File: src/rtl/mul_hilo_ctrl_if.sv
// Bundle between the issuing datapath, the pipelined multiplier and the
// HI/LO sequencing stage.
interface mul_hilo_ctrl_if #(
   parameter int WIDTH = 32
);
   logic                 start;
   logic [WIDTH-1:0]     op_a;
   logic [WIDTH-1:0]     op_b;
   logic                 mthi;
   logic                 mtlo;
   logic [WIDTH-1:0]     wr_data;
   logic                 rd_req;
   logic                 rd_sel;
   logic [2*WIDTH-1:0]   mul_y;
   logic [WIDTH-1:0]     mul_a;
   logic [WIDTH-1:0]     mul_b;
   logic                 ready;
   logic                 stall;
   logic [WIDTH-1:0]     rd_data;
   logic                 done;
   logic [WIDTH-1:0]     hi;
   logic [WIDTH-1:0]     lo;

   modport slave (
      input  start, op_a, op_b, mthi, mtlo, wr_data, rd_req, rd_sel, mul_y,
      output mul_a, mul_b, ready, stall, rd_data, done, hi, lo
   );

   modport master (
      output start, op_a, op_b, mthi, mtlo, wr_data, rd_req, rd_sel, mul_y,
      input  mul_a, mul_b, ready, stall, rd_data, done, hi, lo
   );
endinterface

File: src/rtl/mul_hilo_ctrl.sv
// MULTU issue/writeback sequencer around a fixed-latency pipelined multiplier,
// owning the architectural HI/LO registers and MTHI/MTLO writes.
module mul_hilo_ctrl #(
   parameter int WIDTH   = 32,
   parameter int MUL_LAT = 2
) (
   input  logic           Clk,
   input  logic           Rst,
   mul_hilo_ctrl_if.slave bus
);
   localparam int CNT_W = $clog2(MUL_LAT + 2);
   localparam logic [CNT_W-1:0] CNT_LOAD = CNT_W'(MUL_LAT + 1);
   localparam logic [CNT_W-1:0] CNT_LAST = CNT_W'(1);

   typedef enum logic {IDLE = 1'b0, BUSY = 1'b1} state_t;

   state_t            state_q;
   logic [CNT_W-1:0]  cnt_q;
   logic [CNT_W-1:0]  cnt_d;
   logic [WIDTH-1:0]  mul_a_q;
   logic [WIDTH-1:0]  mul_b_q;
   logic [WIDTH-1:0]  hi_q;
   logic [WIDTH-1:0]  lo_q;
   logic              done_q;
   logic              busy;

   assign busy  = (state_q == BUSY);
   assign cnt_d = cnt_q - CNT_LAST;

   always_ff @(posedge Clk) begin
      if (!Rst) begin
         state_q <= IDLE;
         cnt_q   <= '0;
         mul_a_q <= '0;
         mul_b_q <= '0;
         hi_q    <= '0;
         lo_q    <= '0;
         done_q  <= 1'b0;
      end else begin
         done_q <= 1'b0;
         case (state_q)
            IDLE: begin
               // start wins over a same-cycle MTHI/MTLO, which is dropped
               if (bus.start) begin
                  mul_a_q <= bus.op_a;
                  mul_b_q <= bus.op_b;
                  cnt_q   <= CNT_LOAD;
                  state_q <= BUSY;
               end else begin
                  if (bus.mthi) hi_q <= bus.wr_data;
                  if (bus.mtlo) lo_q <= bus.wr_data;
               end
            end
            BUSY: begin
               cnt_q <= cnt_d;
               // product has cleared the multiplier pipeline
               if (cnt_q == CNT_LAST) begin
                  {hi_q, lo_q} <= bus.mul_y;
                  done_q       <= 1'b1;
                  state_q      <= IDLE;
               end
            end
            default: state_q <= IDLE;
         endcase
      end
   end

   assign bus.mul_a   = mul_a_q;
   assign bus.mul_b   = mul_b_q;
   assign bus.ready   = ~busy;
   assign bus.stall   = bus.rd_req & busy;
   assign bus.rd_data = bus.rd_sel ? hi_q : lo_q;
   assign bus.done    = done_q;
   assign bus.hi      = hi_q;
   assign bus.lo      = lo_q;
endmodule

File: src/flat_wrapper.sv
// flat-port wrapper written by rule: the top's interface ports become plain ports
module mul_hilo_ctrl_flat 
#(
   parameter int WIDTH   = 32,
   parameter int MUL_LAT = 2
)
  (Clk, Rst, bus_start, bus_op_a, bus_op_b, bus_mthi, bus_mtlo, bus_wr_data, bus_rd_req, bus_rd_sel, bus_mul_y, bus_mul_a, bus_mul_b, bus_ready, bus_stall, bus_rd_data, bus_done, bus_hi, bus_lo);
  mul_hilo_ctrl_if #(.WIDTH(WIDTH)) bus_i ();
  input  logic Clk;
  input  logic Rst;
  input wire logic [$bits(bus_i.start)-1:0] bus_start;
  input wire logic [$bits(bus_i.op_a)-1:0] bus_op_a;
  input wire logic [$bits(bus_i.op_b)-1:0] bus_op_b;
  input wire logic [$bits(bus_i.mthi)-1:0] bus_mthi;
  input wire logic [$bits(bus_i.mtlo)-1:0] bus_mtlo;
  input wire logic [$bits(bus_i.wr_data)-1:0] bus_wr_data;
  input wire logic [$bits(bus_i.rd_req)-1:0] bus_rd_req;
  input wire logic [$bits(bus_i.rd_sel)-1:0] bus_rd_sel;
  input wire logic [$bits(bus_i.mul_y)-1:0] bus_mul_y;
  output wire logic [$bits(bus_i.mul_a)-1:0] bus_mul_a;
  output wire logic [$bits(bus_i.mul_b)-1:0] bus_mul_b;
  output wire logic [$bits(bus_i.ready)-1:0] bus_ready;
  output wire logic [$bits(bus_i.stall)-1:0] bus_stall;
  output wire logic [$bits(bus_i.rd_data)-1:0] bus_rd_data;
  output wire logic [$bits(bus_i.done)-1:0] bus_done;
  output wire logic [$bits(bus_i.hi)-1:0] bus_hi;
  output wire logic [$bits(bus_i.lo)-1:0] bus_lo;
  assign bus_i.start = bus_start;
  assign bus_i.op_a = bus_op_a;
  assign bus_i.op_b = bus_op_b;
  assign bus_i.mthi = bus_mthi;
  assign bus_i.mtlo = bus_mtlo;
  assign bus_i.wr_data = bus_wr_data;
  assign bus_i.rd_req = bus_rd_req;
  assign bus_i.rd_sel = bus_rd_sel;
  assign bus_i.mul_y = bus_mul_y;
  assign bus_mul_a = bus_i.mul_a;
  assign bus_mul_b = bus_i.mul_b;
  assign bus_ready = bus_i.ready;
  assign bus_stall = bus_i.stall;
  assign bus_rd_data = bus_i.rd_data;
  assign bus_done = bus_i.done;
  assign bus_hi = bus_i.hi;
  assign bus_lo = bus_i.lo;
  mul_hilo_ctrl #(.WIDTH(WIDTH), .MUL_LAT(MUL_LAT)) u_core (.Clk(Clk), .Rst(Rst), .bus(bus_i));
endmodule
File: config.mk
export PLATFORM = sky130hd
export DESIGN_NAME = mul_hilo_ctrl_flat
export DESIGN_NICKNAME = d
export VERILOG_FILES = /design/src/rtl/mul_hilo_ctrl_if.sv /design/src/rtl/mul_hilo_ctrl.sv /design/src/flat_wrapper.sv
export SDC_FILE = /design/constraint.sdc
export NUM_CORES = 1
export LEC_CHECK = 0
export ABC_AREA = 1
export BUFFER_PORTS_ARGS = -buffer_cell sky130_fd_sc_hd__buf_4
export CAP_MARGIN = 15
export CORE_MARGIN = 2
export CORE_UTILIZATION = 40
export DETAILED_ROUTE_END_ITERATION = 12
export PLACE_DENSITY = 0.73
export SLEW_MARGIN = 20
export SYNTH_ARGS = -nofsm -noshare
export SYNTH_HDL_FRONTEND = slang
export SYNTH_SLANG_ARGS = --single-unit
File: constraint.sdc
create_clock -name Clk -period 1.6 [get_ports Clk]
set_clock_uncertainty 0.15 [all_clocks]
set_input_delay 0.16 -clock Clk [delete_from_list [all_inputs] [get_ports Clk]]
set_output_delay 0.16 -clock Clk [all_outputs]
set_load 0.02 [all_outputs]
==> qor_table.md, run 1 <==
| Group | Result | Reported |
|:---|:---|:---|
| finish | Ant. Diodes | 0 |
| finish | Net count, final | 1602 |
| clocking | Clock tree root driver cell | sky130_fd_sc_hd__clkbuf_16 |
| yosys | Simple logic cell fraction of the synthesized area | 37.81% |
| global route | Largest net degree at the start of global routing | 65 |
| drt | Detailed router's first-iteration violation count | 465 |
| yosys | Multiplexer area fraction after synthesis | 0% |
| yosys | Share of synthesized cell area in full adder, half adder and majority cells | 0.4081% |
| power and ir drop | Register share of total power | 34.8% |
| clocking | Clk sink count | 132 |
| clocking | Clock buffer depth | 2 |
| power and ir drop | Share of total power in combinational logic | 28.9% |
| global route | Initial antenna violation count | 1 |
| placement | Port Buf Inserts | 329 |
| global route | Global-route wire length before repair | 38110 um |
| yosys | Top cells by area in the synthesized netlist | sky130_fd_sc_hd__dfxtp_1 (43%), sky130_fd_sc_hd__nand2_1 (16%), sky130_fd_sc_hd__nor2_1 (16%), sky130_fd_sc_hd__nand3_1 (5.2%), sky130_fd_sc_hd__inv_1 (4.2%) |
| yosys | Avg Inst Size Synth | 6.394 um^2 |
| die | Standard-cell row count | 45 |
| clocking | TritonCTS clock tree | built |
| worst setup path | Arr. time, crit path | 1.21 ns |
| die | Chip Height | 127.8 um |
| hold path | Hold crit path type | in -> reg |
| global route | Residual overflow from global routing | 0 |
| timing | Final cycle utilization of the critical path | 95.25% |
| yosys | Area of the mapped netlist | 6132 um^2 |
| run | Maximum capacitance violations | 0 |
| global route | Total global routing track utilization | 29.49% |
| yosys | Largest family of logic cells by synthesized area | simple AND/OR/NAND/NOR gates |
| worst setup path | WS Path Type | reg -> out |
| timing | Worst slew margin relative to its limit | 68.37% |
| worst setup path | Launch point of the worst reg-to-reg path | u_core.cnt_q[0] |
| power and ir drop | Tot Pwr | 10.89 mW |
| run status | Run status | finished clean |
| timing | Setup violations, final | 0 |
| drt | Overall routed net length | 24690 um |
| die | I/O Pins | 330 |
| yosys | Synth Area in XOR/XNOR | 0% |
| hold path | Hold path start | bus_mthi |
| drt | DRC violations left | 0 |
| power and ir drop | Static Leak | 5.708 nW |
| timing | Final hold violation count | 0 |
| drt | Remaining number of nets flagged by the antenna check after routing | 0 |
| yosys | Sequential element share of the synthesized area | 43.09% |
| worst setup path | Startpoint of the worst setup timing path | u_core.busy |
| power and ir drop | Design internal power | 7.565 mW |
| power and ir drop | Switching power summed over all nets | 3.329 mW |
| placement | HPWL after DPL | 15440 um |
| drt | Drt first pass iters | 6 |
| clocking | Number of levels in the clock H-tree | 4 |
| yosys | Unique cell type count in the Yosys netlist | 21 |
| finish | Fraction of layout instances using a drive strength above 1 | 27.11% |
| clocking | Worst skew pair latency | 0.41 ns |
| yosys | Proportion of netlist area held by the largest area contributor | 43.09% |
| timing | Number of max-slew violations in the final report | 0 |
| worst setup path | Setup crit start kind | flop |
| timing | RSZ-0062 raised after global routing | no |
| clocking | Total clock buffers created by CTS | 17 |
| yosys | Area fraction in compound gates after synthesis | 8.304% |
| yosys | Cell taking the most area after synthesis | sky130_fd_sc_hd__dfxtp_1 |
| power and ir drop | Switch share | 30.56% |
| worst setup path | Element type at the critical path end | output port |
| power and ir drop | Power share of the clock group | 36.3% |
| timing | Maximum frequency from static timing analysis | 656.2 MHz |
| power and ir drop | Power density of the placed cells | 986.5 nW/um^2 |
| clocking | Post-CTS clock slew at the launch and capture registers of the worst setup and hold paths | 0.06 ns |
| die | Die X | 127.8 um |
| timing | Measured slew at the worst slew-check pin | 0.4744 ns |
| worst setup path | Worst Path Required | 1.29 ns |
| power and ir drop | Max rail drop VDD | 0.8113 mV |
| clocking | Buffers inserted during post-CTS setup optimization | 0 |
| timing | Final Critical Period | 1.524 ns |
| die | Core Area | 15090 um^2 |
| worst setup path | Critical Path Fanout Max | 36 |
| die | Starting density of the core | 40.64% |
| global route | Via count of the first global-routing pass | 7692 |
| yosys | Warnings, synthesis | 0 |
| yosys | Net count after synthesis | 1128 |
| timing | Setup Total Neg Slack | 0 ns |
| die | DIE AREA | 16340 um^2 |
| drt | Wire per inst | 15.11 um |
| finish | Synth-to-Final Area Change | 80.09% |
| yosys | Post-Syn Instances | 959 |
| placement | Final weighted congestion in routability-driven placement | 0.8456 |
| drt | Via/cell ratio | 4.787 |
| yosys | Number of synthesized register bits | 132 |
| drt | Number of vias after detailed routing | 7822 |
-- cell type report --
class	instances	area, um^2
Timing Repair Buffer	518	4443
Fill cell	1117	4046
Multi-Input combinational cell	693	2853
Sequential cell	132	2644
Clock buffer	22	464.2
Inverter	71	274.0
Tap cell	188	235.2
Clock inverter	10	130.1
-- worst max-delay path, stage by stage, from the launching register on --
cell                      delay [ns]
sky130_fd_sc_hd__dfxtp_2        0.35
sky130_fd_sc_hd__inv_4          0.08
sky130_fd_sc_hd__buf_12         0.21
sky130_fd_sc_hd__buf_6          0.15
-- cells by family after synthesis --
family,count (synthesis)
AOI/OAI and AO/OA,101
DFF,132
adders and majority gates,2
buffers and inverters,134
and+or+nand+nor,590
-- repair_timing --
action                                 CTS  global route
gates resized for setup                  1             6
endpoints found under the hold margin  131             0
gates cloned                             0             0
setup endpoints to repair                1            13
hold buffers                           162             0
-- metrics by stage --
stage / instance area [um^2] / instances / utilization (%) / worst slack (ns) / hold slack, ns
2_1_floorplan: 6132 / 959 / - / 0.2831 / 0.1279
3_3_place_gp: 8813 / 1440 / 58.41 / 0.1575 / 0.2439
3_5_place_dp: 8813 / 1440 / 58.41 / 0.1330 / 0.2497
4_1_cts: 11030 / 1634 / 73.09 / 0.04065 / 0.1612
5_1_grt: 11040 / 1634 / 73.18 / 0.01186 / 0.2082
6_report: 11040 / 1634 / 73.18 / 0.07600 / 0.1718
-- cells in the final DEF (no fill, tap or decap) --
| cell | n |
|---|---|
| sky130_fd_sc_hd__o21ai_1 | 53 |
| sky130_fd_sc_hd__nor2_1 | 257 |
| sky130_fd_sc_hd__nand3_1 | 64 |
| sky130_fd_sc_hd__dfxtp_1 | 131 |
| sky130_fd_sc_hd__nand2_2 | 1 |
| sky130_fd_sc_hd__inv_1 | 69 |
| sky130_fd_sc_hd__inv_4 | 1 |
| sky130_fd_sc_hd__buf_6 | 3 |
| sky130_fd_sc_hd__nand3_2 | 1 |
| sky130_fd_sc_hd__buf_12 | 11 |
| sky130_fd_sc_hd__clkbuf_16 | 17 |
| sky130_fd_sc_hd__ha_1 | 2 |
| sky130_fd_sc_hd__bufinv_16 | 3 |
| sky130_fd_sc_hd__nor2_4 | 1 |
| sky130_fd_sc_hd__dlygate4sd3_1 | 162 |
| sky130_fd_sc_hd__clkinv_2 | 5 |
| sky130_fd_sc_hd__a21oi_1 | 3 |
| sky130_fd_sc_hd__o21ai_0 | 44 |
| sky130_fd_sc_hd__inv_6 | 1 |
| sky130_fd_sc_hd__clkbuf_8 | 2 |
| sky130_fd_sc_hd__dfxtp_2 | 1 |
| sky130_fd_sc_hd__nand2_1 | 265 |
| sky130_fd_sc_hd__o31a_1 | 1 |
| sky130_fd_sc_hd__buf_4 | 342 |
| sky130_fd_sc_hd__clkinvlp_4 | 2 |
| sky130_fd_sc_hd__nand2_4 | 1 |
| sky130_fd_sc_hd__clkbuf_1 | 3 |
-- routing by layer --
metal | vias to the layer above | wire [um] | GRT usage [%]
li1 | 3894 | - | -
met1 | 3492 | 9272 | 31.47
met2 | 364 | 12310 | 52.72
met3 | 70 | 2220 | 9.391
met4 | 2 | 877 | 14.16
met5 | - | 13 | 0
-- flip-flops by register name, indices dropped and copies added (netlist names) --
name and cells:
u_core.bus.lo 32, u_core.bus.mul_a 32, u_core.bus.hi 32, u_core.bus.done 1, u_core.busy 1, u_core.bus.mul_b 32
u_core.cnt_q 2
-- cell usage after synthesis --
cell type	count
sky130_fd_sc_hd__inv_1	69
sky130_fd_sc_hd__buf_6	7
sky130_fd_sc_hd__clkbuf_1	17
sky130_fd_sc_hd__nand3_2	1
sky130_fd_sc_hd__nor2_4	1
sky130_fd_sc_hd__dfxtp_1	132
sky130_fd_sc_hd__clkbuf_2	1
sky130_fd_sc_hd__nand2_2	1
sky130_fd_sc_hd__o21ai_1	50
sky130_fd_sc_hd__inv_4	2
sky130_fd_sc_hd__buf_4	12
sky130_fd_sc_hd__buf_2	24
sky130_fd_sc_hd__buf_1	2
sky130_fd_sc_hd__o21ai_0	47
sky130_fd_sc_hd__nand2_1	265
sky130_fd_sc_hd__a21oi_1	3
sky130_fd_sc_hd__o31a_1	1
sky130_fd_sc_hd__nand3_1	64
sky130_fd_sc_hd__ha_1	2
sky130_fd_sc_hd__nand2_4	1
sky130_fd_sc_hd__nor2_1	257
-- power by group through the flow --
stage / combinational (mW) / clock (mW) / sequential [mW]
2_1_floorplan: 1.16 / 0 / 4.19
3_3_place_gp: 2.74 / 0 / 3.84
3_5_place_dp: 2.76 / 0 / 3.85
4_1_cts: 3.09 / 4.01 / 3.78
5_1_grt: 3.41 / 4.15 / 3.82
6_report: 3.15 / 3.95 / 3.79
-- path summary, 6_finish.rpt --
| path | to | slack [ns] | cells past startpoint |
|---|---|---|---|
| max reg2reg | u_core.bus.lo[22] | 0.11 | 7 |
| min reg2reg | u_core.bus.mul_a[6] | 0.33 | 2 |
| min | u_core.bus.hi[1] | 0.17 | 6 |
| max | bus_ready | 0.08 | 3 |
Power figures use the tool's default switching activity.
==> run 2: changes to the inputs <==
Clock period 1.6 ns to 1.5 ns, I/O delays scaled along.
==> run 2 against run 1 <==
Compared with the run above:
- the run now ends with setup timing left
- setup slack worse by 0.091 ns
- wire length increased by 2.1%
- first-iteration DRC count is 18% lower
==> qor_table.md, run 2 (same netlist as run 1, synthesis figures left out) <==
| Group | Result | Reported | vs previous |
|:---|:---|:---|:---|
| timing | Post-layout worst setup margin | -0.01537 ns | was 0.07600 ns |
| die | Die X | 127.8 um | unchanged |
| drt | DRC violations left | 0 | unchanged |
| drt | Number of vias after detailed routing | 7986 | was 7822 |
| worst setup path | Highest-delay cell along the critical path | sky130_fd_sc_hd__dfxtp_1 | was sky130_fd_sc_hd__dfxtp_2 |
| power and ir drop | Power share of the clock group | 36.4% | was 36.3% |
| drt | Overall routed net length | 25210 um | was 24690 um |
| timing | Final cycle utilization of the critical path | 101.0% |  |
| drt | Via/cell ratio | 4.858 | was 4.787 |
| power and ir drop | Power density of the placed cells | 1047 nW/um^2 | was 986.5 nW/um^2 |
| worst setup path | Cells along the critical path | inv_1 -> o21ai_0 -> buf_4 | was inv_4 -> buf_12 -> buf_6 |
| timing | Measured slew at the worst slew-check pin | 0.2385 ns | was 0.4744 ns |
| finish | Fraction of layout instances using a drive strength above 1 | 28.43% | was 27.11% |
| drt | Detailed router's first-iteration violation count | 381 | was 465 |
| worst setup path | Critical Path Fanout Max | 2 | was 36 |
| hold path | Hold crit path type | in -> reg | unchanged |
| finish | Number of fillers in the final layout | 1040 | was 1117 |
| finish | Ant. Diodes | 0 | unchanged |
| placement | Area of placed instances | 8944 um^2 | was 8813 um^2 |
| power and ir drop | Register share of total power | 34.1% | was 34.8% |
| drt | Uppermost layer routed | met4 | was met5 |
| timing | Number of max-slew violations in the final report | 0 | unchanged |
| worst setup path | Largest stage delay on the critical path | 0.33 ns | was 0.35 ns |
| clocking | TritonCTS clock tree | built | unchanged |
| global route | Residual overflow from global routing | 0 | unchanged |
| drt | Wire per inst | 15.34 um | was 15.11 um |
| drt | Met2 WL | 12300 um | was 12310 um |
| timing | Final hold violation count | 0 | unchanged |
| power and ir drop | Max rail drop VDD | 0.8339 mV | was 0.8113 mV |
| die | DIE AREA | 16340 um^2 | unchanged |
| finish | Net count, final | 1612 | was 1602 |
| placement | Inst Count DP | 1444 | was 1440 |
| timing | Setup violations, final | 1 | was 0 |
| clocking | Clock tree root driver cell | sky130_fd_sc_hd__clkbuf_16 | unchanged |
| worst setup path | Setup crit start kind | flop | unchanged |
| clocking | Clock buffer depth | 2 | unchanged |
| placement | Port Buf Inserts | 329 | unchanged |
| timing | Maximum frequency from static timing analysis | 659.9 MHz |  |
| run | Maximum capacitance violations | 0 | unchanged |
| power and ir drop | Switch share | 30.68% | was 30.56% |
| timing | RSZ-0062 raised after global routing | yes | was no |
| global route | Total global routing track utilization | 29.68% | was 29.49% |
| power and ir drop | Design internal power | 8.230 mW | was 7.565 mW |
| worst setup path | Crit-path leading delay family | flip-flops | was buffers and inverters |
| timing | Final Critical Period | 1.515 ns |  |
| drt | Sum of met3 wire segment lengths after detailed routing | 2420 um | was 2220 um |
| global route | Via count of the first global-routing pass | 7800 | was 7692 |
| finish | Most common cell after layout, fill and taps aside | sky130_fd_sc_hd__buf_4 | unchanged |
| placement | Post-place setup slack | 0.07610 ns | was 0.1330 ns |
| clocking | Post-CTS clock slew at the launch and capture registers of the worst setup and hold paths | 0.06 ns | about the same |
| clocking | Clk sink count | 132 | unchanged |
| die | Starting density of the core | 40.64% | unchanged |
| clocking | Worst skew pair latency | 0.41 ns | about the same |
| placement | Final weighted congestion in routability-driven placement | 0.8471 | was 0.8456 |
| clocking | Number of levels in the clock H-tree | 4 | unchanged |
| worst setup path | Buf+Inv Stages, Crit Path | 2 | was 3 |
| finish | Post-route cell area | 11340 um^2 | was 11040 um^2 |
| drt | Drt first pass iters | 5 | was 6 |
| finish | Synth-to-Final Area Change | 84.94% | was 80.09% |
| drt | Met1 Routed Length | 9395 um | was 9272 um |
| die | I/O Pins | 330 | unchanged |
| finish | Most frequent cells in the layout | sky130_fd_sc_hd__buf_4 (340), sky130_fd_sc_hd__nand2_1 (259), sky130_fd_sc_hd__nor2_1 (257) | was sky130_fd_sc_hd__buf_4 (342), sky130_fd_sc_hd__nand2_1 (265), sky130_fd_sc_hd__nor2_1 (257) |
| clocking | Total clock buffers created by CTS | 17 | unchanged |
| die | Standard-cell row count | 45 | unchanged |
| worst setup path | Element type at the critical path end | output port | unchanged |
| run status | Run status | complete, but fails checks | was finished clean |
| global route | Global-route wire length before repair | 38450 um | was 38110 um |
| drt | Remaining number of nets flagged by the antenna check after routing | 0 | unchanged |
| run status | Violations in the final reports | setup timing |  |
| finish | Post-layout instance count excluding filler cells | 1644 | was 1634 |
| power and ir drop | Static Leak | 5.842 nW | was 5.708 nW |
| placement | HPWL after DPL | 15310 um | was 15440 um |
| worst setup path | Worst Path Required | 1.20 ns | was 1.29 ns |
| worst setup path | WS Path Type | reg -> out | unchanged |
| timing | Worst slew margin relative to its limit | 83.93% | was 68.37% |
| die | Chip Height | 127.8 um | unchanged |
| global route | Initial antenna violation count | 0 | was 1 |
| power and ir drop | Share of total power in combinational logic | 29.5% | was 28.9% |
| worst setup path | Arr. time, crit path | 1.22 ns | was 1.21 ns |
| die | Core Area | 15090 um^2 | unchanged |
| power and ir drop | Switching power summed over all nets | 3.642 mW | was 3.329 mW |
| global route | Largest net degree at the start of global routing | 53 | was 65 |
==> run 2: changes by cell type in the layout (fill, tap and decap cells not counted), moves of 3 or more <==
cell / previous run / this run
sky130_fd_sc_hd__o21ai_1: 53 / 61
sky130_fd_sc_hd__nand2_2: 1 / 6
sky130_fd_sc_hd__nand2_1: 265 / 259
sky130_fd_sc_hd__o21ai_0: 44 / 34
sky130_fd_sc_hd__clkinv_4: 0 / 5
sky130_fd_sc_hd__clkinv_2: 5 / 2
sky130_fd_sc_hd__buf_12: 11 / 20
==> run 2: worst paths after layout <==
path	from	endpoint	slack [ns]	cells past startpoint
max	u_core.bus.lo[21]	bus_rd_data[21]	-0.02	3
min	bus_mthi	u_core.bus.hi[29]	0.12	6
max reg2reg	u_core.cnt_q[1]	u_core.bus.hi[3]	0.07	8
min reg2reg	u_core.bus.mul_a[17]	u_core.bus.mul_a[17]	0.33	2
==> run 2: tightest hold or removal path: stages <==
cell                      delay (ns)
sky130_fd_sc_hd__buf_4          0.10
sky130_fd_sc_hd__nand2_2        0.07
sky130_fd_sc_hd__buf_4          0.15
sky130_fd_sc_hd__nand3_1        0.06
sky130_fd_sc_hd__nand2_1        0.04
sky130_fd_sc_hd__nor2_1         0.07
==> run 2: layer usage <==
metal | global-route usage, % | vias up
met2 | 52.09 | 410
li1 | - | 3918
met5 | 0 | -
met1 | 31.64 | 3567
met3 | 10.14 | 91
met4 | 15.19 | 0
==> run 2: area by class of cell <==
type	count	area (um^2)	share of cell area [%]
well taps	188	235.2	2.074
clock buffers	21	470.5	4.148
flip-flops and latches	132	2649	23.36
repair buffers	528	4673	41.21
multi-input cells	693	2888	25.46
clock inverters	11	151.4	1.335
inverters	71	274.0	2.416
==> run 2: repair_timing <==
item / 4_1_cts / 5_1_grt
hold buffers: 162 / 0
endpoints found under the hold margin: 132 / 0
endpoints found under the setup margin: 6 / 75
pin swaps: 0 / 1
resized for setup: 10 / 25
gates cloned: 0 / 2
buffers inserted: 1 / 3
==> run 2: power by group through the flow <==
stage          Combinational (mW)  Clock [mW]  Sequential, mW
5_1_grt                      3.79        4.54            4.08
3_3_place_gp                 2.97           0            4.10
6_report                     3.50        4.32            4.04
2_1_floorplan                1.24           0            4.47
3_5_place_dp                 2.98           0            4.11
4_1_cts                      3.36        4.39            4.03
==> run 2: stage by stage <==
step           utilization, %  setup TNS [ns]  hold WS, ns  total power [mW]
3_5_place_dp            59.27               0       0.2419             7.095
5_1_grt                 75.16         -0.1651       0.1406             12.41
2_1_floorplan               -               0       0.1179             5.705
3_3_place_gp            59.27               0       0.2348             7.064
6_report                75.16        -0.01537       0.1180             11.87
4_1_cts                 74.34       -0.002929       0.1364             11.78
==> run 3: changes to the inputs <==
Settings changed: CELL_PAD_IN_SITES_DETAIL_PLACEMENT set to 0, CELL_PAD_IN_SITES_GLOBAL_PLACEMENT set to 1, CORE_UTILIZATION 40 to 30, CTS_BUF_LIST set to sky130_fd_sc_hd__clkbuf_8, PLACE_DENSITY 0.73 to not set, PLACE_DENSITY_LB_ADDON set to 0.1, SKIP_LAST_GASP set to 1.
==> run 3 against run 2 <==
Compared with the run above:
- the flow now finishes without violations
- critical path depth did not move
- global-route usage fell by 7.9 points
- non-clock buffer count down 1
- cell area is 1.1% lower
- register-to-register slack improved by 0.03 ns
- largest cell class unchanged
- largest power group is now sequential cells
- highest routed layer unchanged
==> qor_table.md, run 3 (same netlist as run 1, synthesis figures left out) <==
| Group | Result | Reported | vs previous |
|:---|:---|:---|:---|
| power and ir drop | Max rail drop VDD | 0.6271 mV | was 0.8339 mV |
| timing | RSZ-0062 raised after global routing | yes | unchanged |
| global route | Total global routing track utilization | 21.82% | was 29.68% |
| global route | Largest net degree at the start of global routing | 78 | was 53 |
| finish | Fraction of layout instances using a drive strength above 1 | 31.82% | was 28.43% |
| timing | Final hold violation count | 0 | unchanged |
| clocking | TritonCTS clock tree | built | unchanged |
| hold path | Hold crit path type | in -> reg | unchanged |
| global route | Global-route wire length before repair | 37580 um | was 38450 um |
| timing | Setup violations, final | 0 | was 1 |
| drt | Wire per inst | 13.92 um | was 15.34 um |
| global route | Initial antenna violation count | 1 | was 0 |
| finish | Net count, final | 1611 | was 1612 |
| die | Core Area | 20170 um^2 | was 15090 um^2 |
| drt | Overall routed net length | 24030 um | was 25210 um |
| clocking | Total clock buffers created by CTS | 17 | unchanged |
| finish | Post-layout util | 55.60% | was 75.16% |
| clocking | Number of levels in the clock H-tree | 4 | unchanged |
| timing | Final Critical Period | 1.459 ns | was 1.515 ns |
| drt | Number of vias after detailed routing | 7578 | was 7986 |
| drt | Drt first pass iters | 5 | unchanged |
| clocking | Clock tree root driver cell | sky130_fd_sc_hd__clkbuf_8 | was sky130_fd_sc_hd__clkbuf_16 |
| die | Standard-cell row count | 52 | was 45 |
| power and ir drop | Power density of the placed cells | 946.1 nW/um^2 | was 1047 nW/um^2 |
| drt | DRC violations left | 0 | unchanged |
| power and ir drop | Static Leak | 5.720 nW | was 5.842 nW |
| global route | Via count of the first global-routing pass | 7367 | was 7800 |
| finish | Post-layout instance count excluding filler cells | 1726 | was 1644 |
| clocking | Clock buffer depth | 2 | unchanged |
| power and ir drop | Tot Pwr | 10.61 mW | was 11.87 mW |
| worst setup path | Arr. time, crit path | 1.16 ns | was 1.22 ns |
| placement | Final weighted congestion in routability-driven placement | 0.7664 | was 0.8471 |
| timing | Number of max-slew violations in the final report | 0 | unchanged |
| timing | Worst slew margin relative to its limit | 66.73% | was 83.93% |
| worst setup path | Highest-delay cell along the critical path | sky130_fd_sc_hd__dfxtp_2 | was sky130_fd_sc_hd__dfxtp_1 |
| worst setup path | WS Path Type | reg -> out | unchanged |
| die | Die X | 147.0 um | was 127.8 um |
| drt | Via/cell ratio | 4.390 | was 4.858 |
| finish | Most frequent cells in the layout | sky130_fd_sc_hd__buf_4 (343), sky130_fd_sc_hd__nand2_1 (258), sky130_fd_sc_hd__nor2_1 (254) | was sky130_fd_sc_hd__buf_4 (340), sky130_fd_sc_hd__nand2_1 (259), sky130_fd_sc_hd__nor2_1 (257) |
| timing | Maximum frequency from static timing analysis | 685.2 MHz | was 659.9 MHz |
| die | Starting density of the core | 30.40% | was 40.64% |
| finish | Most common cell after layout, fill and taps aside | sky130_fd_sc_hd__buf_4 | unchanged |
| clocking | Post-CTS clock slew at the launch and capture registers of the worst setup and hold paths | 0.08 ns | was 0.06 ns |
| die | I/O Pins | 330 | unchanged |
| run | Maximum capacitance violations | 0 | unchanged |
| worst setup path | Cells along the critical path | inv_1 -> o21ai_0 -> buf_4 | unchanged |
| die | DIE AREA | 21600 um^2 | was 16340 um^2 |
| timing | Measured slew at the worst slew-check pin | 0.4991 ns | was 0.2385 ns |
| drt | Remaining number of nets flagged by the antenna check after routing | 0 | unchanged |
| worst setup path | Largest stage delay on the critical path | 0.33 ns | about the same |
| clocking | Worst skew pair latency | 0.43 ns | was 0.41 ns |
| worst setup path | Setup crit start kind | flop | unchanged |
| clocking | Clk sink count | 132 | unchanged |
| timing | Worst hold-check slack | 0.03614 ns | was 0.1180 ns |
| worst setup path | Worst Path Required | 1.20 ns | about the same |
| timing | Setup Total Neg Slack | 0 ns | was -0.01537 ns |
| run status | Run status | finished clean | was complete, but fails checks |
| finish | Synth-to-Final Area Change | 82.88% | was 84.94% |
| placement | HPWL after DPL | 16100 um | was 15310 um |
| worst setup path | Element type at the critical path end | output port | unchanged |
| global route | Residual overflow from global routing | 0 | unchanged |
| worst setup path | Critical Path Fanout Max | 2 | unchanged |
| drt | Detailed router's first-iteration violation count | 343 | was 381 |
| placement | Port Buf Inserts | 329 | unchanged |
| die | Chip Height | 147.0 um | was 127.8 um |
| placement | Inst Count DP | 1523 | was 1444 |
| timing | Final cycle utilization of the critical path | 97.29% | was 101.0% |
-- run 3: layout make-up --
class                      count  area, um^2
timing repair buffer         527        4571
tap                          270       337.8
sequential                   132        2699
fill                        2046        8955
antenna                        1       2.502
inverter                      71       276.5
clock buffer                  17       234.0
multi-input combinational    693        2923
clock inverter                15       171.4
-- run 3: repair_timing --
item,CTS,global route
hold buffers,161,0
endpoints found under the setup margin,38,156
hold endpoints to repair,131,0
buffers inserted,6,2
cloned,1,0
resized for setup,15,98
pin swaps,0,2
-- run 3: per-stage QoR --
step | setup slack, ns | instance area [um^2]
floorplan | 0.1927 | 6132
global placement | 0.01214 | 8899
detailed placement | -0.01729 | 8899
CTS | -0.009676 | 11020
global route | -0.03586 | 11210
finish | 0.04067 | 11210
-- run 3: report_power, final --
| group | internal (mW) | switching (mW) | leakage (nW) |
|---|---|---|---|
| Sequential | 3.85 | 0.214 | 1.11 |
| Clock | 1.52 | 1.61 | 0.203 |
| Combinational | 1.62 | 1.79 | 4.41 |
| Total | 7.00 | 3.61 | 5.72 |
-- run 3: final timing paths --
kind | start | end | slack, ns | cells past startpoint
setup / recovery | u_core.bus.lo[20] | bus_rd_data[20] | 0.04 | 3
hold reg to reg | u_core.bus.mul_b[15] | u_core.bus.mul_b[15] | 0.34 | 2
setup reg to reg | u_core.busy | u_core.bus.lo[11] | 0.10 | 7
hold / removal | Rst | u_core.bus.lo[24] | 0.04 | 4
-- run 3: critical path, delay by kind of cell (launching register included) --
kind | cells | cell delay [ns]
buffers and inverters | 2 | 0.22
AO/OA/AOI/OAI | 1 | 0.17
flip-flops | 1 | 0.33
-- run 3: layer usage --
layer / GRT usage (%) / wire, um / up-vias
li1: - / - / 3914
met1: 25.99 / 10110 / 3377
met2: 37.28 / 11590 / 251
met3: 6.584 / 1666 / 36
met4: 7.933 / 656 / 0
met5: 0 / 0 / -
